--- src/rtl/cdb_arbiter.sv ---
// cdb_arbiter: shares the single result broadcast bus (CDB) between the ALU
// and the load/store buffer. Each producer feeds a small FIFO; a round-robin
// grant over the FIFO heads drives one registered {tag,value} per cycle.
// Tag 0 means "no broadcast".
// Optional feature: define CDB_BYPASS_EN to let a live input whose FIFO is
// empty win arbitration and go straight to the bus (latency 1 instead of 2).
module cdb_arbiter #(
    parameter int unsigned DEPTH     = 4,
    parameter int unsigned ROB_TAG_W = 4,
    parameter int unsigned DATA_W    = 32
) (
    input  logic                 clk,
    input  logic                 rst,
    input  logic                 rdy,
    input  logic                 in_misbranch,
    input  logic [ROB_TAG_W-1:0] in_alu_tag,
    input  logic [DATA_W-1:0]    in_alu_value,
    input  logic [ROB_TAG_W-1:0] in_lsb_tag,
    input  logic [DATA_W-1:0]    in_lsb_value,
    output logic                 out_alu_stall,
    output logic                 out_lsb_stall,
    output logic [ROB_TAG_W-1:0] out_cdb_tag,
    output logic [DATA_W-1:0]    out_cdb_value,
    output logic                 out_overflow
);

    localparam int unsigned PTR_W = (DEPTH > 1) ? $clog2(DEPTH) : 1;
    localparam int unsigned CNT_W = PTR_W + 1;

    typedef enum logic {
        SRC_ALU = 1'b0,
        SRC_LSB = 1'b1
    } src_e;

    // Index 0 = ALU, index 1 = LSB throughout.
    logic [ROB_TAG_W-1:0] tag_mem [2][DEPTH];
    logic [DATA_W-1:0]    val_mem [2][DEPTH];
    logic [PTR_W-1:0]     rd_ptr  [2];
    logic [PTR_W-1:0]     wr_ptr  [2];
    logic [CNT_W-1:0]     count   [2];
    src_e                 last_grant;

    logic [ROB_TAG_W-1:0] in_tag [2];
    logic [DATA_W-1:0]    in_val [2];

    logic [1:0]           nonempty;
    logic [1:0]           cand;
    logic [1:0]           sel;
    logic [1:0]           pop;
    logic [1:0]           push_ok;
    logic [1:0]           push_drop;
    logic                 grant_valid;
    logic                 contention;
    src_e                 winner;
    logic [ROB_TAG_W-1:0] grant_tag;
    logic [DATA_W-1:0]    grant_val;

    assign in_tag[0] = in_alu_tag;
    assign in_tag[1] = in_lsb_tag;
    assign in_val[0] = in_alu_value;
    assign in_val[1] = in_lsb_value;

    assign out_alu_stall = (count[0] >= CNT_W'(DEPTH - 1));
    assign out_lsb_stall = (count[1] >= CNT_W'(DEPTH - 1));

    // Round-robin grant over the candidates, then per-FIFO pop/push decisions.
    always_comb begin
        nonempty    = '0;
        cand        = '0;
        sel         = '0;
        pop         = '0;
        push_ok     = '0;
        push_drop   = '0;
        grant_valid = 1'b0;
        contention  = 1'b0;
        winner      = SRC_ALU;
        grant_tag   = '0;
        grant_val   = '0;

        for (int unsigned p = 0; p < 2; p++) begin
            nonempty[p] = (count[p] != '0);
`ifdef CDB_BYPASS_EN
            cand[p] = nonempty[p] || (in_tag[p] != '0);
`else
            cand[p] = nonempty[p];
`endif
        end

        grant_valid = |cand;
        contention  = &cand;
        if (contention)
            winner = (last_grant == SRC_LSB) ? SRC_ALU : SRC_LSB;
        else if (cand[0])
            winner = SRC_ALU;
        else
            winner = SRC_LSB;

        sel[0] = grant_valid && (winner == SRC_ALU);
        sel[1] = grant_valid && (winner == SRC_LSB);

        for (int unsigned p = 0; p < 2; p++) begin
            // A winning input with an empty FIFO is broadcast directly and
            // must not also be enqueued.
            logic req;
            logic full;
            pop[p] = sel[p] && nonempty[p];
            req    = (in_tag[p] != '0) && !(sel[p] && !nonempty[p]);
            full   = (count[p] == CNT_W'(DEPTH));
            push_ok[p]   = req && (!full || pop[p]);
            push_drop[p] = req && full && !pop[p];
            if (sel[p]) begin
                if (nonempty[p]) begin
                    grant_tag = tag_mem[p][rd_ptr[p]];
                    grant_val = val_mem[p][rd_ptr[p]];
                end else begin
                    grant_tag = in_tag[p];
                    grant_val = in_val[p];
                end
            end
        end
    end

    // FIFO state, round-robin pointer and the registered broadcast.
    always_ff @(posedge clk) begin
        if (rst) begin
            for (int unsigned p = 0; p < 2; p++) begin
                rd_ptr[p] <= '0;
                wr_ptr[p] <= '0;
                count[p]  <= '0;
            end
            last_grant    <= SRC_LSB;
            out_cdb_tag   <= '0;
            out_cdb_value <= '0;
            out_overflow  <= 1'b0;
        end else if (rdy) begin
            if (in_misbranch) begin
                for (int unsigned p = 0; p < 2; p++) begin
                    rd_ptr[p] <= '0;
                    wr_ptr[p] <= '0;
                    count[p]  <= '0;
                end
                last_grant  <= SRC_LSB;
                out_cdb_tag <= '0;
            end else begin
                for (int unsigned p = 0; p < 2; p++) begin
                    if (push_ok[p]) begin
                        tag_mem[p][wr_ptr[p]] <= in_tag[p];
                        val_mem[p][wr_ptr[p]] <= in_val[p];
                        wr_ptr[p] <= wr_ptr[p] + PTR_W'(1);
                    end
                    if (pop[p])
                        rd_ptr[p] <= rd_ptr[p] + PTR_W'(1);
                    count[p] <= count[p] + CNT_W'(push_ok[p]) - CNT_W'(pop[p]);
                end
                if (contention)
                    last_grant <= winner;
                if (grant_valid) begin
                    out_cdb_tag   <= grant_tag;
                    out_cdb_value <= grant_val;
                end else begin
                    out_cdb_tag <= '0;
                end
                if (|push_drop)
                    out_overflow <= 1'b1;
            end
        end
    end

endmodule

--- config.mk ---
export PLATFORM = sky130hd
export DESIGN_NAME = cdb_arbiter
export DESIGN_NICKNAME = d
export VERILOG_FILES = /design/src/rtl/cdb_arbiter.sv
export SDC_FILE = /design/constraint.sdc
export NUM_CORES = 1
export LEC_CHECK = 0
export ABC_AREA = 1
export CAP_MARGIN = 20
export CORE_MARGIN = 5
export CORE_UTILIZATION = 60
export DETAILED_ROUTE_END_ITERATION = 16
export DONT_BUFFER_PORTS = 1
export MAX_ROUTING_LAYER = met4
export PLACE_DENSITY = 0.82
export SLEW_MARGIN = 20
export SYNTH_ARGS = -nofsm -noshare
export SYNTH_HDL_FRONTEND = slang
export SYNTH_SLANG_ARGS = --single-unit
--- constraint.sdc ---
create_clock -name clk -period 3.8 [get_ports clk]
set_clock_uncertainty 0.1 [all_clocks]
set_input_delay 0.19 -clock clk [delete_from_list [all_inputs] [get_ports clk]]
set_output_delay 0.19 -clock clk [all_outputs]
set_load 0.05 [all_outputs]
== Word-level counts from Yosys, hierarchy flattened ==
Memories as Yosys holds them, arrays and structs flattened.
Index checks and enable logic that the tools add are counted.

* Bits in writable memories: 302
* Output and inout port bits: 39
* Bits in registers: 38
* Memories: 5

* Equal/unequal tests: 2
* Reductions and logical operators: 37
* Add/subtract/negate cells: 8
* Magnitude comparators: 8
* Mux-type cells: 81
* Bitwise gates (word level): 18

{| class="wikitable"
|+ Memory list
! memory !! words !! width !! read ports !! clocked after memory_dff !! write ports !! RTL line !! RTL
|-
| val_mem || 2 || 128 || 2 || 0 || 2 || 37 || <nowiki>logic [DATA_W-1:0] val_mem [2][DEPTH];</nowiki>
|-
| tag_mem || 2 || 16 || 2 || 0 || 2 || 36 || <nowiki>logic [ROB_TAG_W-1:0] tag_mem [2][DEPTH];</nowiki>
|-
| count || 2 || 3 || 2 || 0 || 2 || 40 || <nowiki>logic [CNT_W-1:0] count [2];</nowiki>
|-
| rd_ptr || 2 || 2 || 2 || 0 || 2 || 38 || <nowiki>logic [PTR_W-1:0] rd_ptr [2];</nowiki>
|-
| wr_ptr || 2 || 2 || 2 || 0 || 2 || 39 || <nowiki>logic [PTR_W-1:0] wr_ptr [2];</nowiki>
|}

{| class="wikitable"
|+ Operators by type and width
! kind !! count
|-
| $mux W32 || 10
|-
| $mux W128 || 2
|-
| $bmux W32 S2 || 2
|-
| $demux W32 S2 || 2
|-
| $mux W4 || 12
|-
| $mux W1 || 35
|-
| $mux W16 || 2
|-
| $bmux W4 S2 || 2
|-
| $demux W4 S2 || 2
|-
| $logic_and A1 B1 Y1 || 16
|-
| $mux W2 || 8
|-
| $ge A3 B3 Y1 const B || 4
|-
| $mux W3 || 4
|-
| $not A2 Y3 || 4
|-
| $or A1 B1 Y1 || 12
|-
| $add A2 B1 Y2 const B || 4
|-
| $logic_not A1 Y1 || 8
|-
| $reduce_bool A4 Y1 || 2
|-
| $add A3 B1 Y3 || 2
|-
| $eq A3 B3 Y1 const B || 2
|-
| $ge A3 B2 Y1 const B || 2
|-
| $lt A3 B1 Y1 const B || 2
|-
| $reduce_and A3 Y1 || 2
|-
| $reduce_bool A3 Y1 || 2
|-
| 6 further kinds || 11
|}

== Longest topological paths before layout ==
Gate-level depths: netlist of the first run.

* Depth in word-level cells: 15
* Gate-level depth with buffers: 12

== Worst setup path after synthesis of the first run ==
Ideal clock, no wire load.

* Path type: register to register
* Start: memory count[0][1] (netlist bit)
* End: memory tag_mem[0][16] (netlist bit) (enable)
* Setup slack: 0.679 ns
* Arrival time: 2.592 ns
* Cell stages (with the launch flop): 8
* Buffers on the path: 0
* Data required time: 3.271 ns
* Period minus slack after synthesis: 3.121 ns
* Cell sequence: edfxtp_1 inv_1 nand2_1 nor2_1 o21ai_0 nand2_1 nand3_2 nor2_1

{| class="wikitable"
|+ RTL lines
! what !! RTL line
|-
| start, declared || 40
|-
| end, declared || 36
|}

==> results.sh, run 1 <==
export IMPL_syn_area_per_cell_um2=11.6
export IMPL_status="finished, final reports clean"
export IMPL_whs_path_depth=6
export IMPL_cts_buffers=36
export IMPL_dp_slack_ns=0.914
export IMPL_cts_root_buffer="clkbuf_16"
export IMPL_grt_overflow=0
export IMPL_ir_drop_mv=0.423
export IMPL_ant_nets=0
export IMPL_synth_seq_cells=340
export IMPL_crit_type="reg -> reg"
export IMPL_yosysWarningCount=0
export IMPL_dp_final_hpwl_um=17900
export IMPL_synth_edf_count=302
export IMPL_r2r_cells=9
export IMPL_drc=0
export IMPL_synth_largest_area_cell="edfxtp_1"
export IMPL_path_clk_slew_ns=0.06
export IMPL_gp_congestion=0.911
export IMPL_finalCriticalPeriod_ns=2.94
export IMPL_regArea_um2=9830
export IMPL_via_per_inst=5.64
export IMPL_holdCritPathClass="in -> reg"
export IMPL_clock_latency_ns=0.52
export IMPL_dr_pass1_iters=5
export IMPL_num_rows=55
export IMPL_synth_cell_types=30
export IMPL_routed_wl_um=30200
export IMPL_ys_seq_area_share_pct=72.0
export IMPL_dieArea_um2=25900
export IMPL_setup_violations=0
export IMPL_final_layout_size_suffix_gt1_share_pct=7.42
export IMPL_die_w_um=161
export IMPL_max_slew_margin_rel_pct=34.4
export IMPL_grt_pass1_vias=8848
export IMPL_portBuffers=0
export IMPL_min_period_over_period_pct=77.3
export IMPL_ios=115
export IMPL_worst_slack_ns=0.861
export IMPL_multi_input_area_um2=3350
export IMPL_grt_max_degree=75
export IMPL_hold_violations=0
export IMPL_cts_setup_buffers=0
export IMPL_synth_area_top_cells="edfxtp_1 66%, nand2_1 7.3%, dfxtp_1 5.6%"
export IMPL_async_flop_share_pct=0
export IMPL_grt_usage_pct=24.0
export IMPL_drv_slew=0
export IMPL_required_ns=3.97
export IMPL_core_region_area_um2=22500
export IMPL_start_kind="flop"
export IMPL_drv_cap=0
export IMPL_netlist_instances=1181
export IMPL_synth_ff_type="edfxtp_1"
export IMPL_setup_tns_ns=0
export IMPL_tightest_slew_ns=0.974
export IMPL_drtIter0Drc=832
export IMPL_nNetsFinal=1346
export IMPL_cp_end_kind="flop"
export IMPL_layout_commonest_cell="edfxtp_1"
export IMPL_path_max_fanout=11
export IMPL_powerDensity_nw_per_um2=542
export IMPL_area_growth_pct=16.1
export IMPL_vias=8834
export IMPL_syn_area_um2=13600
export IMPL_syn_num_nets=1273
export IMPL_cellLeakagePower_uw=0.00584
export IMPL_rsz0062_at_grt="no"
export IMPL_grt_pass1_wl_um=47200
export IMPL_mostFrequentLayoutCells="302 x edfxtp_1, 264 x nand2_1, 155 x nor2_1, 94 x o21ai_0, 81 x nand3_1"
export IMPL_wl_per_cell_um=19.2
export IMPL_start_util_pct=60.6
export IMPL_worst_ep_arrival_time_ns=3.11
export IMPL_synth_top_area_share_pct=66.5
export IMPL_cts_max_path_buffers=3
export IMPL_cts_sinks=340
export IMPL_cts_resized=0
export IMPL_antenna_found_initial=1
export IMPL_n_fill_cell=1479
export IMPL_h_tree_depth=2
export IMPL_fmax_mhz=340
export IMPL_cts_tree="done"
export IMPL_die_h_um=161
where the power goes:
group	switching [uW]	total, uW	internal, uW
Sequential	179	4350	4170
Clock	1390	3410	2030
Combinational	553	814	261
Total	2120	8580	6460
worst max-delay path: stages, from the launching register on:
cell,delay (ns)
edfxtp_1,0.40
inv_1,0.07
nand2_1,0.07
nor2_1,0.07
o21ai_0,0.76
a21boi_0,0.25
ha_1,0.31
fa_1,0.42
xnor2_1,0.18
nor2_1,0.06
state kept, by name (all words and copies together), names as in the netlist:
name	flops
val_mem	256
out_cdb_value	32
tag_mem	32
count	6
out_cdb_tag	4
rd_ptr	4
wr_ptr	4
last_grant	1
out_overflow	1
logic make-up (layout without fill, tap and decap cells):
group                      count (synthesis)  after routing  share of synthesized area, %
xor gates and xnor gates                   4              4                         0.257
adders and majority gates                 16             16                          1.58
AOI/OAI and AO/OA                        182            182                          7.12
buffers and inverters                    124            224                          3.94
DFF                                      340            340                          72.0
and+or+nand+nor                          515            515                          15.1
other                                      0              1                             0
what timing repair did:
action / CTS / global route
hold endpoints to repair: 307 / 0
endpoints found under the setup margin: 0 / 0
hold buffers: 76 / 0
final timing paths:
kind,startpoint,to,slack [ns]
worst max-delay path,count[0][1],count[0][5],0.86
worst min-delay path,in_alu_tag[3],out_overflow,0.01
worst max register to register,count[0][1],count[0][5],0.86
worst min register to register,last_grant,last_grant,0.49
synthesized netlist by cell type (2+ instances only):
cell type,n
edfxtp_1,302
nand2_1,264
nor2_1,163
o21ai_0,94
nand3_1,81
inv_1,55
a21oi_1,42
dfxtp_1,38
o22ai_1,31
clkbuf_1,28
buf_2,25
ha_1,14
o21ai_1,7
buf_4,5
inv_2,5
a21boi_0,4
or2_2,4
buf_6,3
xnor2_1,3
buf_1,2
fa_1,2
area by class of cell:
cell class	count	share of cell area [%]
flip-flops and latches	340	62.1
diodes	1	0.0158
repair buffers	98	5.85
well taps	285	2.25
multi-input cells	717	21.1
clock buffers	52	6.26
clock inverters	13	0.987
inverters	61	1.45
per-layer routing:
layer,vias to the layer above,GRT usage (%),part of all wire [%]
met5,-,-,0
met4,0,9.38,3.4
met3,77,6.65,8.9
met2,361,39.1,49
met1,4179,28.9,38
li1,4217,-,-
through the flow:
| step | instances | power, uW | hold WS, ns | instance area (um^2) | utilization [%] |
|---|---|---|---|---|---|
| after detailed placement | 1425 | 5130 | 0.162 | 13900 | 61.9 |
| after global routing | 1567 | 8890 | 0.0418 | 15800 | 70.4 |
| after global placement | 1425 | 5110 | 0.161 | 13900 | 61.9 |
| after floorplan | 1181 | 4940 | 0.189 | 13600 | - |
| after CTS | 1566 | 8610 | 0.00325 | 15800 | 70.3 |
| final | 1567 | 8580 | 0.0113 | 15800 | 70.4 |
Note: power is estimated with default switching activity, not from simulation.
==> inputs of run 2 (changes only) <==
--- a/config.mk
+++ b/config.mk
@@ -8,11 +8,11 @@
 export ABC_AREA = 1
 export CAP_MARGIN = 20
 export CORE_MARGIN = 5
-export CORE_UTILIZATION = 60
+export CORE_UTILIZATION = 57
 export DETAILED_ROUTE_END_ITERATION = 16
 export DONT_BUFFER_PORTS = 1
 export MAX_ROUTING_LAYER = met4
-export PLACE_DENSITY = 0.82
+export PLACE_DENSITY = 0.81
 export SLEW_MARGIN = 20
 export SYNTH_ARGS = -nofsm -noshare
 export SYNTH_HDL_FRONTEND = slang
==> constraint.sdc (replaced) <==
create_clock -name clk -period 2.6 [get_ports clk]
set_clock_uncertainty 0.1 [all_clocks]
set_input_delay 0.13 -clock clk [delete_from_list [all_inputs] [get_ports clk]]
set_output_delay 0.13 -clock clk [all_outputs]
set_load 0.05 [all_outputs]
==> results.sh, run 2 (synthesized netlist as in run 1, its figures left out) <==
export IMPL_ant_nets=0
export IMPL_cts_max_path_buffers=3
export IMPL_setup_tns_ns=0
export IMPL_area_growth_pct=17.2
export IMPL_grt_max_degree=75
export IMPL_ir_drop_mv=0.774
export IMPL_drc=0
export IMPL_start_kind="flop"
export IMPL_final_util_pct=67.9
export IMPL_vias=8916
export IMPL_via_per_inst=5.58
export IMPL_worst_ep_arrival_time_ns=2.58
export IMPL_crit_slowest_cell="edfxtp_1"
export IMPL_tightest_slew_ns=1.01
export IMPL_nNetsFinal=1345
export IMPL_antenna_found_initial=1
export IMPL_path_clk_slew_ns=0.06
export IMPL_cts_root_buffer="clkbuf_16"
export IMPL_crit_top_cell="inv_1"
export IMPL_min_period_over_period_pct=92.9
export IMPL_finalCriticalPeriod_ns=2.42
export IMPL_placed_area_um2=14100
export IMPL_grt_overflow=0
export IMPL_ios=115
export IMPL_instances_no_fill=1599
export IMPL_grt_pass1_vias=8985
export IMPL_start_util_pct=58.0
export IMPL_rsz0062_at_grt="no"
export IMPL_h_tree_depth=2
export IMPL_worst_slack_ns=0.184
export IMPL_drv_slew=0
export IMPL_n_fill_cell=1687
export IMPL_cp_cell_sequence="inv_1 > nand2_1 > nor2_1 > a21oi_1 > ha_1 > inv_1 > ha_1 > inv_1 > fa_1 > xor2_1 > nor2_1"
export IMPL_gp_congestion=0.894
export IMPL_grt_pass1_wl_um=47300
export IMPL_layout_commonest_cell="edfxtp_1"
export IMPL_fmax_mhz=414
export IMPL_core_region_area_um2=23500
export IMPL_final_area_um2=16000
export IMPL_mostFrequentLayoutCells="302 x edfxtp_1, 264 x nand2_1, 154 x nor2_1, 94 x o21ai_0, 81 x nand3_1"
export IMPL_dp_cells=1460
export IMPL_cts_sinks=340
export IMPL_routed_wl_um=30200
export IMPL_die_w_um=165
export IMPL_drv_cap=0
export IMPL_cellLeakagePower_uw=0.00586
export IMPL_cp_end_kind="flop"
export IMPL_die_h_um=165
export IMPL_path_delay_family="adder cells"
export IMPL_cts_setup_buffers=0
export IMPL_wl_per_cell_um=18.9
export IMPL_powerDensity_nw_per_um2=778
export IMPL_num_rows=56
export IMPL_holdCritPathClass="in -> reg"
export IMPL_portBuffers=0
export IMPL_clock_latency_ns=0.53
export IMPL_required_ns=2.76
export IMPL_dp_slack_ns=0.182
export IMPL_drtIter0Drc=796
export IMPL_largest_reg_flops=256
export IMPL_dieArea_um2=27100
export IMPL_grt_usage_pct=23.2
export IMPL_cts_buffers=35
export IMPL_cts_tree="done"
export IMPL_crit_type="reg -> reg"
export IMPL_dp_final_hpwl_um=17900
export IMPL_dr_pass1_iters=5
export IMPL_max_slew_margin_rel_pct=32.4
export IMPL_final_layout_size_suffix_gt1_share_pct=7.58
export IMPL_hold_violations=0
export IMPL_status="finished, final reports clean"
export IMPL_slowest_delay_ns=0.44
export IMPL_setup_violations=0
export IMPL_cp_num_buf_inv=3
export IMPL_path_max_fanout=4
[run 2: metrics by stage]
| stage | hold slack [ns] | total power [uW] |
|---|---|---|
| 6_report | 0.175 | 12400 |
| 5_1_grt | 0.182 | 12900 |
| 4_1_cts | 0.130 | 12500 |
| 3_5_place_dp | 0.102 | 7540 |
| 3_3_place_gp | 0.101 | 7510 |
| 2_1_floorplan | 0.129 | 7220 |
[run 2: worst register-to-register path: cells and delay by family (launching register included)]
family | cells | cell delay, ns
buffers and inverters | 3 | 0.20
AND/OR/NAND/NOR | 3 | 0.35
flip-flops | 1 | 0.44
AO/OA/AOI/OAI | 1 | 0.10
XOR/XNOR | 1 | 0.14
adder cells (fa/ha/maj) | 3 | 0.84
[run 2: worst paths after layout]
check / cells past startpoint / from / slack (ns) / end
min: 3 / rst / 0.17 / out_overflow
max reg2reg: 11 / count[0][1] / 0.18 / count[0][2]
max: 11 / count[0][1] / 0.18 / count[0][2]
min reg2reg: 2 / last_grant / 0.47 / last_grant
[run 2: timing repair]
| action | in CTS | in global routing |
|---|---|---|
| endpoints found under the hold margin | 309 | 0 |
| resized for setup | 0 | 1 |
| hold buffers | 75 | 0 |
| endpoints found under the setup margin | 0 | 1 |
[run 2: area by class of cell]
| type | count | area (um^2) | share of cell area (%) |
|---|---|---|---|
| repair buffers | 98 | 1070 | 6.71 |
| flip-flops and latches | 340 | 9830 | 61.4 |
| clock buffers | 42 | 923 | 5.77 |
| multi-input cells | 717 | 3340 | 20.9 |
| well taps | 319 | 399 | 2.50 |
| clock inverters | 21 | 196 | 1.23 |
| inverters | 61 | 229 | 1.43 |
| diodes | 1 | 2.50 | 0.0156 |
[run 2: power by group]
group	switching (uW)	internal [uW]	leakage, uW
combinational	813	406	0.00225
clock	2010	2850	0.000546
sequential	265	6100	0.00306
[run 2: metal layers]
metal / global-route usage, % / wire length [um]
met1: 27.9 / 11500
met2: 37.5 / 14900
met3: 6.66 / 2760
met4: 8.58 / 1030
met5: - / 0
==> inputs of run 3 (changes only) <==
--- a/config.mk
+++ b/config.mk
@@ -9,6 +9,7 @@
 export CAP_MARGIN = 20
 export CORE_MARGIN = 5
 export CORE_UTILIZATION = 57
+export CTS_BUF_LIST = sky130_fd_sc_hd__clkbuf_16
 export DETAILED_ROUTE_END_ITERATION = 16
 export DONT_BUFFER_PORTS = 1
 export MAX_ROUTING_LAYER = met4
==> results.sh, run 3 (synthesized netlist as in run 1, its figures left out) <==
export IMPL_status="finished, final reports clean"
export IMPL_die_w_um=165
export IMPL_critical_path_startpoint="count[0][1]"
export IMPL_setup_violations=0
export IMPL_worstSetupPathDepth=11
export IMPL_cp_cell_sequence="inv_1 > nand2_1 > nor2_1 > a21oi_1 > ha_1 > inv_1 > ha_1 > inv_1 > fa_1 > xor2_1 > nor2_1"
export IMPL_cellLeakagePower_uw=0.00589
export IMPL_wl_per_cell_um=18.8
export IMPL_drv_slew=0
export IMPL_max_slew_margin_rel_pct=34.2
export IMPL_layout_commonest_cell="edfxtp_1"
export IMPL_via_per_inst=5.56
export IMPL_drv_cap=0
export IMPL_clock_latency_ns=0.52
export IMPL_fmax_mhz=413
export IMPL_reg2reg_slack_ns=0.18
export IMPL_drtIter0Drc=738
export IMPL_grt_overflow=0
export IMPL_min_period_over_period_pct=93.2
export IMPL_r2r_end="count[0][2]"
export IMPL_drc=0
export IMPL_rsz0062_at_grt="no"
export IMPL_required_ns=2.76
export IMPL_finalPower_uw=12400
export IMPL_area_growth_pct=17.2
export IMPL_cp_end_kind="flop"
export IMPL_holdCritPathClass="in -> reg"
export IMPL_start_util_pct=58.0
export IMPL_cts_max_path_buffers=3
export IMPL_hold_violations=0
export IMPL_cts_setup_buffers=0
export IMPL_gp_congestion=0.894
export IMPL_slowest_delay_ns=0.45
export IMPL_dr_pass1_iters=5
export IMPL_h_tree_depth=2
export IMPL_path_clk_slew_ns=0.06
export IMPL_crit_slowest_cell="edfxtp_1"
export IMPL_r2r_cells=11
export IMPL_antenna_found_initial=1
export IMPL_cts_tree="done"
export IMPL_nNetsFinal=1345
export IMPL_crit_top_cell="inv_1"
export IMPL_dieArea_um2=27100
export IMPL_min_delay_start="rst"
export IMPL_crit_type="reg -> reg"
export IMPL_path_max_fanout=4
export IMPL_dp_final_hpwl_um=17900
export IMPL_critPathCapture="count[0][2]"
export IMPL_ir_drop_mv=0.775
export IMPL_finalCriticalPeriod_ns=2.42
export IMPL_cts_sinks=340
export IMPL_grt_pass1_wl_um=47300
export IMPL_mostFrequentLayoutCells="302 x edfxtp_1, 264 x nand2_1, 154 x nor2_1, 94 x o21ai_0, 81 x nand3_1"
export IMPL_largest_reg_flops=256
export IMPL_grt_max_degree=75
export IMPL_ios=115
export IMPL_path_delay_family="adder cells"
export IMPL_cts_root_buffer="clkbuf_16"
export IMPL_ant_nets=0
export IMPL_final_util_pct=67.9
export IMPL_grt_pass1_vias=8986
export IMPL_rr_startpoint="count[0][1]"
export IMPL_worst_ep_arrival_time_ns=2.59
export IMPL_num_rows=56
export IMPL_portBuffers=0
export IMPL_powerDensity_nw_per_um2=775
export IMPL_routed_wl_um=30000
export IMPL_cp_num_buf_inv=3
export IMPL_core_region_area_um2=23500
export IMPL_vias=8891
export IMPL_die_h_um=165
export IMPL_start_kind="flop"
export IMPL_grt_usage_pct=23.2
export IMPL_tightest_slew_ns=0.981
export IMPL_cts_buffers=35
export IMPL_setup_tns_ns=0
export IMPL_final_layout_size_suffix_gt1_share_pct=7.58
==> run 3: cell types whose count changed in the layout (fill, tap and decap cells not counted) <==
cell      change
clkbuf_1      -6
inv_1         +6
==> run 3: area by class of cell <==
type | count | area [um^2]
Tap cell | 319 | 399
Fill cell | 1692 | 7550
Clock buffer | 36 | 901
Inverter | 61 | 229
Multi-Input combinational cell | 717 | 3340
Sequential cell | 340 | 9830
Clock inverter | 27 | 219
Timing Repair Buffer | 98 | 1070
Antenna cell | 1 | 2.50
==> run 3: worst min-delay path by stage <==
stage,depth (start not counted),slack [ns],to
3_5_place_dp,1,0.10,out_cdb_tag[1]
5_1_grt,3,0.18,out_overflow
2_1_floorplan,0,0.13,tag_mem[0][0]
6_report,3,0.15,out_overflow
4_1_cts,3,0.13,out_overflow
3_3_place_gp,1,0.10,out_cdb_tag[0]
==> run 3: tightest hold or removal path, delay by kind of cell <==
family / cells / cell delay (ns)
and+or+nand+nor: 2 / 0.23
buffers and inverters: 1 / 0.35
==> run 3: per-layer routing <==
layer | track usage (%) | vias to the layer above | wire length [um]
met4 | 8.58 | 0 | 1050
met5 | - | - | 0
met1 | 27.9 | 4268 | 11400
met2 | 37.5 | 326 | 14800
li1 | - | 4224 | -
met3 | 6.66 | 73 | 2710
==> run 3: repair_timing <==
action	in CTS	in global routing
hold buffers	75	0
endpoints found under the setup margin	0	1
gates resized for setup	0	1
hold endpoints to repair	309	0
==> run 3: power by group <==
group	leakage (uW)	total (uW)	internal (uW)	switching [uW]
logic	0.00225	1220	406	811
registers	0.00306	6360	6100	265
clock network	0.000571	4820	2830	2000
==> run 3: metrics by stage <==
stage | hold WS (ns) | std cells | instance area, um^2 | setup slack [ns]
5_1_grt | 0.182 | 1599 | 16000 | 0.0204
2_1_floorplan | 0.129 | 1181 | 13600 | -0.521
4_1_cts | 0.130 | 1598 | 16000 | 0.156
3_3_place_gp | 0.101 | 1460 | 14100 | 0.250
6_report | 0.154 | 1599 | 16000 | 0.176
3_5_place_dp | 0.102 | 1460 | 14100 | 0.182
